### config.mk
export PLATFORM = sky130hd
export DESIGN_NAME = data_cache
export DESIGN_NICKNAME = d
export VERILOG_FILES = /design/src/rtl/cache_pkg.sv /design/src/rtl/cache_ram.sv /design/src/rtl/data_cache.sv
export SDC_FILE = /design/constraint.sdc
export NUM_CORES = 2
export LEC_CHECK = 0
export ABC_CLOCK_PERIOD_IN_PS = 9900
export CAP_MARGIN = 20
export CORE_ASPECT_RATIO = 1.2
export CORE_MARGIN = 2
export CORE_UTILIZATION = 50
export CTS_BUF_LIST = sky130_fd_sc_hd__clkbuf_8
export DETAILED_ROUTE_END_ITERATION = 10
export PLACE_DENSITY = 0.72
export RECOVER_POWER = 25
export SKIP_CTS_REPAIR_TIMING = 1
export SLEW_MARGIN = 10
export SYNTH_ARGS = -nofsm -noshare
export SYNTH_HDL_FRONTEND = slang
export SYNTH_SLANG_ARGS = --single-unit
### constraint.sdc
create_clock -name clk_i -period 9.9 [get_ports clk_i]
set_input_delay 1.98 -clock clk_i [delete_from_list [all_inputs] [get_ports clk_i]]
set_output_delay 1.98 -clock clk_i [all_outputs]
set_load 0.02 [all_outputs]
### src/rtl/cache_pkg.sv
// -----------------------------------------------------------------------------
// cache_pkg
// Shared types and constants for the direct-mapped write-through data cache.
//   state_e        : controller state (IDLE / BUSY)
//   CACHE_SETS     : default number of one-word lines
//   CACHE_ADDR_W   : default byte-address width
//   BYTE_OFFSET_W  : byte-within-word address bits, ignored by the cache
//   CACHE_INDEX_W  : index width for the default geometry
//   CACHE_TAG_W    : tag width for the default geometry
// -----------------------------------------------------------------------------
package cache_pkg;

    typedef enum logic {
        IDLE = 1'b0,
        BUSY = 1'b1
    } state_e;

    localparam int CACHE_SETS    = 32;
    localparam int CACHE_ADDR_W  = 32;
    localparam int BYTE_OFFSET_W = 2;
    localparam int CACHE_INDEX_W = $clog2(CACHE_SETS);
    localparam int CACHE_TAG_W   = CACHE_ADDR_W - CACHE_INDEX_W - BYTE_OFFSET_W;

endpackage

### src/rtl/cache_ram.sv
// -----------------------------------------------------------------------------
// cache_ram
// Tag, valid and data storage for the direct-mapped cache.
//   clk_i                  : clock, writes on rising edge
//   rst_i                  : synchronous active-high clear of all valid bits
//   i_rd_index             : read index (asynchronous read)
//   o_rd_valid/o_rd_tag/o_rd_data : contents of the addressed line
//   i_wr_en                : write one line (tag + data) and mark it valid
//   i_wr_index/i_wr_tag/i_wr_data : write address and contents
// Tag and data arrays carry no reset; only the valid bits do.
// -----------------------------------------------------------------------------
module cache_ram
    import cache_pkg::*;
#(
    parameter int SETS       = CACHE_SETS,
    parameter int INDEX_W    = CACHE_INDEX_W,
    parameter int TAG_W      = CACHE_TAG_W,
    parameter int DATA_WIDTH = 32
) (
    input  logic                  clk_i,
    input  logic                  rst_i,
    input  logic [INDEX_W-1:0]    i_rd_index,
    output logic                  o_rd_valid,
    output logic [TAG_W-1:0]      o_rd_tag,
    output logic [DATA_WIDTH-1:0] o_rd_data,
    input  logic                  i_wr_en,
    input  logic [INDEX_W-1:0]    i_wr_index,
    input  logic [TAG_W-1:0]      i_wr_tag,
    input  logic [DATA_WIDTH-1:0] i_wr_data
);

    logic [SETS-1:0]       r_valid;
    logic [TAG_W-1:0]      r_tag  [SETS];
    logic [DATA_WIDTH-1:0] r_data [SETS];

    assign o_rd_valid = r_valid[i_rd_index];
    assign o_rd_tag   = r_tag[i_rd_index];
    assign o_rd_data  = r_data[i_rd_index];

    // Valid bits: cleared by reset, set by any line write.
    always_ff @(posedge clk_i) begin
        if (rst_i) begin
            r_valid <= '0;
        end else if (i_wr_en) begin
            r_valid[i_wr_index] <= 1'b1;
        end else begin
            r_valid <= r_valid;
        end
    end

    // Tag and data arrays: plain synchronous write, no reset.
    always_ff @(posedge clk_i) begin
        if (i_wr_en) begin
            r_tag[i_wr_index]  <= i_wr_tag;
            r_data[i_wr_index] <= i_wr_data;
        end
    end

endmodule

### src/rtl/data_cache.sv
// -----------------------------------------------------------------------------
// data_cache
// Direct-mapped, one-word-per-line, write-through / no-write-allocate data
// cache sitting in the memory stage of a pipeline.
//   clk_i, rst_i            : clock, synchronous active-high reset
//   alu_resultM_i           : byte address of the memory-stage access
//   write_dataM_i           : store data
//   mem_writeM_i/mem_readM_i: store / load request (both high => store)
//   cache_weM_i             : 1 = cacheable, 0 = bypass the array
//   read_dataM_o            : load result (0 when no load completes)
//   stall_o                 : freeze memory stage and everything before it
//   mem_req_o/mem_we_o/mem_addr_o/mem_wdata_o : backing-memory request
//   mem_ack_i/mem_rdata_i   : backing-memory completion
// Load hits complete in the same cycle. Misses, uncached loads and every store
// take one detection cycle in IDLE, then wait in BUSY for mem_ack_i.
// -----------------------------------------------------------------------------
module data_cache
    import cache_pkg::*;
#(
    parameter int ADDRESS_WIDTH = 32,
    parameter int DATA_WIDTH    = 32,
    parameter int SETS          = CACHE_SETS
) (
    input  logic                     clk_i,
    input  logic                     rst_i,
    input  logic [ADDRESS_WIDTH-1:0] alu_resultM_i,
    input  logic [DATA_WIDTH-1:0]    write_dataM_i,
    input  logic                     mem_writeM_i,
    input  logic                     mem_readM_i,
    input  logic                     cache_weM_i,
    output logic [DATA_WIDTH-1:0]    read_dataM_o,
    output logic                     stall_o,
    output logic                     mem_req_o,
    output logic                     mem_we_o,
    output logic [ADDRESS_WIDTH-1:0] mem_addr_o,
    output logic [DATA_WIDTH-1:0]    mem_wdata_o,
    input  logic                     mem_ack_i,
    input  logic [DATA_WIDTH-1:0]    mem_rdata_i
);

    localparam int INDEX_W = $clog2(SETS);
    localparam int TAG_W   = ADDRESS_WIDTH - INDEX_W - BYTE_OFFSET_W;

    // Address decomposition of the current memory-stage access
    logic [INDEX_W-1:0]    w_index;
    logic [TAG_W-1:0]      w_tag;
    logic                  w_unused_byte_offset;

    // Array read port
    logic                  w_rd_valid;
    logic [TAG_W-1:0]      w_rd_tag;
    logic [DATA_WIDTH-1:0] w_rd_data;

    // Access classification
    logic                  w_is_store;
    logic                  w_is_load;
    logic                  w_hit;
    logic                  w_need_mem;

    // Array write port
    logic                  w_ack;
    logic                  w_wr_en;
    logic [DATA_WIDTH-1:0] w_wr_data;

    // Combinational outputs
    logic                  w_stall;
    logic [DATA_WIDTH-1:0] w_read_data;

    // Controller state and the request captured at the detection edge
    state_e                   r_state;
    logic                     r_mem_req;
    logic                     r_mem_we;
    logic [ADDRESS_WIDTH-1:0] r_mem_addr;
    logic [DATA_WIDTH-1:0]    r_mem_wdata;
    logic                     r_is_load;
    logic                     r_cacheable;
    logic                     r_store_hit;
    logic [INDEX_W-1:0]       r_index;
    logic [TAG_W-1:0]         r_tag;

    assign w_index              = alu_resultM_i[INDEX_W+BYTE_OFFSET_W-1:BYTE_OFFSET_W];
    assign w_tag                = alu_resultM_i[ADDRESS_WIDTH-1:INDEX_W+BYTE_OFFSET_W];
    assign w_unused_byte_offset = ^alu_resultM_i[BYTE_OFFSET_W-1:0];

    // A simultaneous read+write request is a store.
    assign w_is_store = mem_writeM_i;
    assign w_is_load  = mem_readM_i & ~mem_writeM_i;
    assign w_hit      = cache_weM_i & w_rd_valid & (w_rd_tag == w_tag);
    assign w_need_mem = w_is_store | (w_is_load & ~w_hit);

    // The array only changes when a transaction completes: a cacheable load
    // refills its line, a store that hit at detection refreshes its line.
    // The pipeline is frozen during BUSY, so the hit decision captured at the
    // detection edge is still valid at the ack edge.
    assign w_ack     = (r_state == BUSY) & mem_ack_i;
    assign w_wr_en   = w_ack & ~rst_i & ((r_is_load & r_cacheable) | r_store_hit);
    assign w_wr_data = r_is_load ? mem_rdata_i : r_mem_wdata;

    cache_ram #(
        .SETS       (SETS),
        .INDEX_W    (INDEX_W),
        .TAG_W      (TAG_W),
        .DATA_WIDTH (DATA_WIDTH)
    ) u_cache_ram (
        .clk_i      (clk_i),
        .rst_i      (rst_i),
        .i_rd_index (w_index),
        .o_rd_valid (w_rd_valid),
        .o_rd_tag   (w_rd_tag),
        .o_rd_data  (w_rd_data),
        .i_wr_en    (w_wr_en),
        .i_wr_index (r_index),
        .i_wr_tag   (r_tag),
        .i_wr_data  (w_wr_data)
    );

    // Stall and load data must respond in the same cycle as the access/ack.
    always_comb begin
        w_stall     = 1'b0;
        w_read_data = '0;
        case (r_state)
            IDLE: begin
                w_stall = w_need_mem;
                if (w_is_load & w_hit) begin
                    w_read_data = w_rd_data;
                end else begin
                    w_read_data = '0;
                end
            end
            BUSY: begin
                w_stall = ~mem_ack_i;
                if (mem_ack_i & r_is_load) begin
                    w_read_data = mem_rdata_i;
                end else begin
                    w_read_data = '0;
                end
            end
            default: begin
                w_stall     = 1'b0;
                w_read_data = '0;
            end
        endcase
    end

    // Controller FSM; also registers the backing-memory request fields.
    always_ff @(posedge clk_i) begin
        if (rst_i) begin
            r_state     <= IDLE;
            r_mem_req   <= 1'b0;
            r_mem_we    <= 1'b0;
            r_mem_addr  <= '0;
            r_mem_wdata <= '0;
            r_is_load   <= 1'b0;
            r_cacheable <= 1'b0;
            r_store_hit <= 1'b0;
            r_index     <= '0;
            r_tag       <= '0;
        end else begin
            case (r_state)
                IDLE: begin
                    if (w_need_mem) begin
                        r_state     <= BUSY;
                        r_mem_req   <= 1'b1;
                        r_mem_we    <= w_is_store;
                        r_mem_addr  <= {alu_resultM_i[ADDRESS_WIDTH-1:BYTE_OFFSET_W],
                                        {BYTE_OFFSET_W{1'b0}}};
                        r_mem_wdata <= write_dataM_i;
                        r_is_load   <= w_is_load;
                        r_cacheable <= cache_weM_i;
                        r_store_hit <= w_is_store & w_hit;
                        r_index     <= w_index;
                        r_tag       <= w_tag;
                    end
                end
                BUSY: begin
                    if (mem_ack_i) begin
                        r_state   <= IDLE;
                        r_mem_req <= 1'b0;
                    end
                end
                default: begin
                    r_state   <= IDLE;
                    r_mem_req <= 1'b0;
                end
            endcase
        end
    end

    assign stall_o      = w_stall;
    assign read_dataM_o = w_read_data;
    assign mem_req_o    = r_mem_req;
    assign mem_we_o     = r_mem_we;
    assign mem_addr_o   = r_mem_addr;
    assign mem_wdata_o  = r_mem_wdata;

endmodule

---- After elaboration in Yosys (flattened, before gate mapping) ----
Memories as Yosys holds them, arrays and structs flattened.
Cells that the tools add are included.
W data, S select, Z words.
cells by class
  reduce and logical (&&, ||, !) cells .... 3
  bitwise logic cells ..................... 19
  magnitude comparators ................... 3
  equality and inequality tests ........... 3
  muxes and demuxes ....................... 17
operator list
  kind                  number
  $mux W32              3
  $pmux W32 S2          1
  $or A32 B32 Y32       1
  $eq A25 B25 Y1        1
  $lt A5 B6 Y1 const B  2
  $and A1 B1 Y1         11
  $mux W1               8
  $pmux W1 S2           3
  $bmux W1 S5           1
  $demux W1 S5          1
  $ge A5 B1 Y1 const B  1
  $not A1 Y1            5
  $ne A2 B2 Y1 const B  2
  $reduce_and A2 Y1     2
  $or A1 B1 Y1          2
  $logic_and A1 B1 Y1   1
storage, ports and cells
  bits in writable memories ............... 1824
  output and inout port bits .............. 99
  register bits after elaboration ......... 130
  bits of input ports ..................... 102
  logic and storage cells ................. 58
  memories kept ........................... 2
memories
  memory              depth  width  rd ports  clocked after Yosys merged registers in  write ports  RTL line         source
  u_cache_ram.r_data  32     32     1         0                                        1            cache_ram.sv:34  logic [DATA_WIDTH-1:0] r_data [SETS];
  u_cache_ram.r_tag   32     25     1         0                                        1            cache_ram.sv:33  logic [TAG_W-1:0] r_tag [SETS];

---- Depth between registers and ports, before layout ----
  word-level depth ........................ 9
  depth in mapped cells ................... 17
  gate-level depth less buffers ........... 9

---- Cells and area by module ----
From an unflattened synthesis, not the netlist that was laid out.
unflattened totals
  cell total of the unflattened synthesis .. 4485
  area, all modules ....................... 76030.4 sq um
by module, submodules not included
  module      sequential area each (sq um)  area each (sq um)  cells an instance  instances
  cache_ram   55413.1                       71935.2            4065               1
  data_cache  1361.3                        4095.2             420                1

---- Worst setup path before layout ----
OpenSTA, ideal clock, no wires.
  path kind ............................... input port to output port
  start ................................... input alu_resultM_i[2]
  end ..................................... output read_dataM_o[10]
  path buffers ............................ 8
  setup slack ............................. 2.804 ns
  stages on the path ...................... 12
  arrival time ............................ 5.116 ns
  data required time ...................... 7.920 ns
  cell sequence ........................... buf_2 -> buf_4 -> buf_4 -> buf_4 -> buf_4 -> buf_4 -> buf_2 -> buf_1 -> mux4_2 -> mux4_2 -> mux2i_1 -> o21ai_1
on the way
  word-level cells in the longest chain between the ends .. 7
  elaborated cells between the ends (all ways) .. 10
  those cells by class .................... eq/ne (1); mux (4); bitwise (3); memory (2)
RTL lines
  what                                                                     RTL line           source
  start: declaration                                                       data_cache.sv:26   input logic [ADDRESS_WIDTH-1:0] alu_resultM_i,
  parallel branches: the longest is 5 deep, another holds $mem_v2 Z32 W25  -
  $mux W32 *                                                               data_cache.sv:124  if (w_is_load & w_hit) begin
  $pmux W32 S2 *                                                           data_cache.sv:121  case (r_state)
  end: declaration                                                         data_cache.sv:31   output logic [DATA_WIDTH-1:0] read_dataM_o,
Mark *: on every way between the ends. The select of a mux whose other input is x is not followed.

---- Worst setup path after layout ----
  start ................................... input alu_resultM_i[3]
  end ..................................... output read_dataM_o[3]
Same word-level chain as after synthesis.

==> summary.md <==
| Metric | Value |
|---|---|
| Crit path max fanout | 67 |
| CTS root buf | clkbuf_8 |
| VDD IR max | 0.0001683 V |
| Initial DRC Count | 5279 |
| Worst R2R Setup Slack | 5010 ps |
| Buffers on Ports | 196 |
| CP max-delay cell | buf_4 |
| Period utilisation layout | 88.69% |
| Final Wtd Congestion | 0.7848 |
| Async S/R FF share, synth | 0% |
| WL/cell | 30.27 um |
| Leak pwr | 0.02830 uW |
| Area grow syn2layout | 13.68% |
| Final setup TNS | 0 ps |
| Syn avg cell area | 21.17 um2 |
| Initial core utilization | 50.34% |
| CTS tree | yes |
| Net Sw Frac | 22.13% |
| Slew HR | 8.586% |
| Ys flop type | edfxtp_1 |
| Core area | 0.1486 mm2 |
| Clock group share of total power | 38.1% |
| WP buf/inv | 6 |
| First-pass GRT wire length | 265600 um |
| Vias in the first global route | 38510 |
| DIE WIDTH | 357.1 um |
| Reg2Reg Launch Point | r_state |
| Vias per cell | 6.235 |
| Crit-path cells | buf_8 > buf_4 > mux4_2 > a22oi_1 > nand4_1 > xor2_1 > a2111oi_0 > buf_1 > buf_4 > and2_1 > nand4_1 > buf_12 > o21ai_1 > clkdlybuf4s50_1 |
| Routed Wire Length | 185500 um |
| Worst path depth | 14 |
| Setup Skew | 80.62 ps |
| Outcome | completed |
| EDFF count, synth | 1824 |
| Synth Register Bits | 1924 |
| Worst Max-Slew Pin Slew | 1371 ps |
| Sequential power share | 56.1% |
| Largest net degree at the start of global routing | 119 |
| Final setup fails | 0 |
| WP data arrival | 6800 ps |
| CP top delay family | buffers and inverters |
| Clk_lat worst skew | 1020 ps |
| ANT nets after route | 0 |
| Netlist cell types | 58 |
| NetSw | 3592 uW |
| H-Tree Depth | 5 |
| Hold Fails Final Rpt | 0 |
| Synthesized instance count | 3533 |
| Max Cap Viol | 0 |
| IO Pins | 201 |
| DIE AREA | 0.1527 mm2 |
| Layout Nets | 4053 |
| Gr ovfl total | 0 |
| Int Power | 12640 uW |
| Initial antenna violation count | 4 |
| Critical Path RT | 7920 ps |
| Cell Rows | 155 |
| Crit. Startpoint | alu_resultM_i[3] |
| Worst Setup End Kind | output pin |
| Setup CP Type | input port to output pin |
| Fmax | 113.9 MHz |
| Dpl hpwl | 96580 um |
| Synthesized area | 0.07479 mm2 |
| Die H | 427.7 um |
| Worst Setup EP | read_dataM_o[3] |
| Routed via count | 38210 |
| Synth warn | 0 |
| Clk sinks | 1924 |
| Cts bufs inserted | 312 |
| WHS | 468.3 ps |
| RSZ-0062 raised after global routing | false |
| CP max stage delay | 680 ps |
| Register area share after synthesis | 75.91% |
| Drt first pass iters | 5 |
| Share of layout cells above drive strength 1 | 23.75% |
| PD cells | 190.9 mW/mm2 |
| Critical path startpoint category | input port |
| Worst reg-to-reg path cell count | 6 |
| Minimum clock period | 8780 ps |
| GRT Total Usage | 24.41% |
| Worst-path clk slew | 60 ps |
| Slew Limit Fails | 0 |
| Worst Hold Class | flip-flop to flip-flop |
| Combinational power share | 5.8% |
| DRC viols | 0 |
| Reg2reg end | u_cache_ram.r_tag[2][19] |
| Clock Tree Buf Depth | 4 |
## cells by family after synthesis
group                  Yosys count  share of synthesized area, %
multiplexers                   759                         17.64
XOR/XNOR                        21                        0.2459
other                            1                      0.005014
AND/OR/NAND/NOR                406                         2.909
buffers and inverters          204                         1.333
AO/OA/AOI/OAI                  218                         1.954
flip-flops                    1924                         75.91
## sequential cells by signal (all words and copies together), names as in the netlist
register	flops
mem_req_o	1
u_cache_ram.r_tag	800
r_index	4
r_cacheable	1
r_is_load	1
mem_we_o	1
mem_addr_o	1
u_cache_ram.r_data	1024
r_tag	25
u_cache_ram.r_valid	32
mem_wdata_o	32
r_state	1
r_store_hit	1
## metrics by stage
step / cells / instance area, um2 / total power, uW / setup WS [ps] / utilization [%]
finish: 6129 / 85020 / 16230 / 1120 / 57.23
global route: 6128 / 85020 / 16750 / 938.9 / 57.23
CTS: 6117 / 84940 / 16330 / 1123 / 57.17
detailed placement: 5589 / 79420 / 10220 / 1128 / 53.46
global placement: 5587 / 79390 / 10190 / 695.4 / 53.44
floorplan: 3534 / 74790 / 9849 / 2804 / -
## routing by layer
metal / GRT usage, % / share of wire [%]
met5: 0 / 0
met4: 6.989 / 2.4
met3: 4.974 / 10
met2: 38.95 / 48
met1: 34.53 / 39
## placed cells by master (no fill, tap or decap), types with 9 or more instances in the layout
master | Yosys | layout
mux4_2 | 443 | 443
dlygate4sd3_1 | 0 | 9
mux2i_1 | 274 | 274
o21ai_0 | 23 | 23
clkbuf_1 | 109 | 12
o22ai_1 | 31 | 31
nor2_1 | 98 | 66
mux2_1 | 0 | 9
clkbuf_8 | 0 | 336
o21ai_1 | 33 | 33
dfxtp_1 | 100 | 99
mux2_2 | 42 | 33
nand3_1 | 65 | 65
clkdlybuf4s50_1 | 0 | 178
nor2b_1 | 15 | 15
nand4_1 | 10 | 10
nor4_1 | 10 | 10
a21oi_1 | 15 | 15
buf_12 | 0 | 16
nand2b_1 | 134 | 134
clkinv_1 | 1 | 43
nor2_4 | 0 | 32
inv_1 | 3 | 132
clkinv_2 | 0 | 10
buf_4 | 28 | 77
xnor2_1 | 13 | 13
edfxtp_1 | 1824 | 1824
a22oi_1 | 72 | 72
nand2_1 | 33 | 33
nand3b_1 | 10 | 10
## area by class of cell
type                            count  area [um2]
Fill cell                       10820       63530
Sequential cell                  1924       56780
Multi-Input combinational cell   1406       17280
Clock buffer                      336        4624
Timing Repair Buffer              302        2974
Tap cell                         1962        2455
Clock inverter                    192       887.1
Inverter                            5       21.27
Antenna cell                        2       5.005
## power groups by stage
| stage | Sequential, uW | Clock (uW) | Combinational [uW] |
|---|---|---|---|
| after floorplan | 9280 | 0 | 568 |
| after global placement | 9280 | 0 | 911 |
| after detailed placement | 9290 | 0 | 930 |
| after CTS | 9120 | 6280 | 932 |
| after global routing | 9100 | 6630 | 1010 |
| final | 9100 | 6180 | 947 |
## how the worst min path moves through the flow
stage                                        from                 endpoint  slack, ps  cells after the start
after floorplan           u_cache_ram.r_valid[10]  u_cache_ram.r_valid[10]        430                      2
after global placement    u_cache_ram.r_valid[31]  u_cache_ram.r_valid[31]        440                      2
after detailed placement   u_cache_ram.r_valid[6]   u_cache_ram.r_valid[6]        460                      2
after CTS                 u_cache_ram.r_valid[26]  u_cache_ram.r_valid[26]        470                      2
after global routing      u_cache_ram.r_valid[10]  u_cache_ram.r_valid[10]        490                      2
final                     u_cache_ram.r_valid[18]  u_cache_ram.r_valid[18]        470                      2
## cells in the mapped netlist, types with 2 or more instances
cell type	count	share of area, %
o22ai_1	31	0.26
mux4_2	443	13
o22a_1	2	0.023
inv_1	3	0.015
or3b_2	7	0.082
buf_1	11	0.055
dfxtp_1	100	2.7
o2111ai_1	4	0.047
a221oi_1	6	0.070
edfxtp_1	1824	73
a22oi_1	72	0.72
mux2i_1	274	3.7
xnor2_1	13	0.15
a22o_1	2	0.023
a21oi_1	15	0.10
mux2_2	42	0.63
nand3_1	65	0.43
and3_1	4	0.033
xor2_1	8	0.094
a2111oi_0	3	0.035
o21ba_2	7	0.094
nor2_1	98	0.49
nand4_1	10	0.084
and2_1	6	0.050
o21ai_1	33	0.22
o21bai_1	2	0.020
nand2b_1	134	1.1
or3_1	6	0.050
o21ai_0	23	0.15
nor2b_1	15	0.13
nor4_1	10	0.084
o21a_1	2	0.020
buf_4	28	0.28
buf_6	10	0.15
o211ai_1	2	0.020
a211oi_1	2	0.020
clkbuf_1	109	0.55
nand3b_1	10	0.10
buf_2	41	0.27
a31oi_1	6	0.050
nand2_1	33	0.17
## tightest hold or removal path: stages, from the launching register on
cell and delay (ps):
dfxtp_1 320, nor2_1 50, nor2_1 70
(Power assumes the default switching activity.)
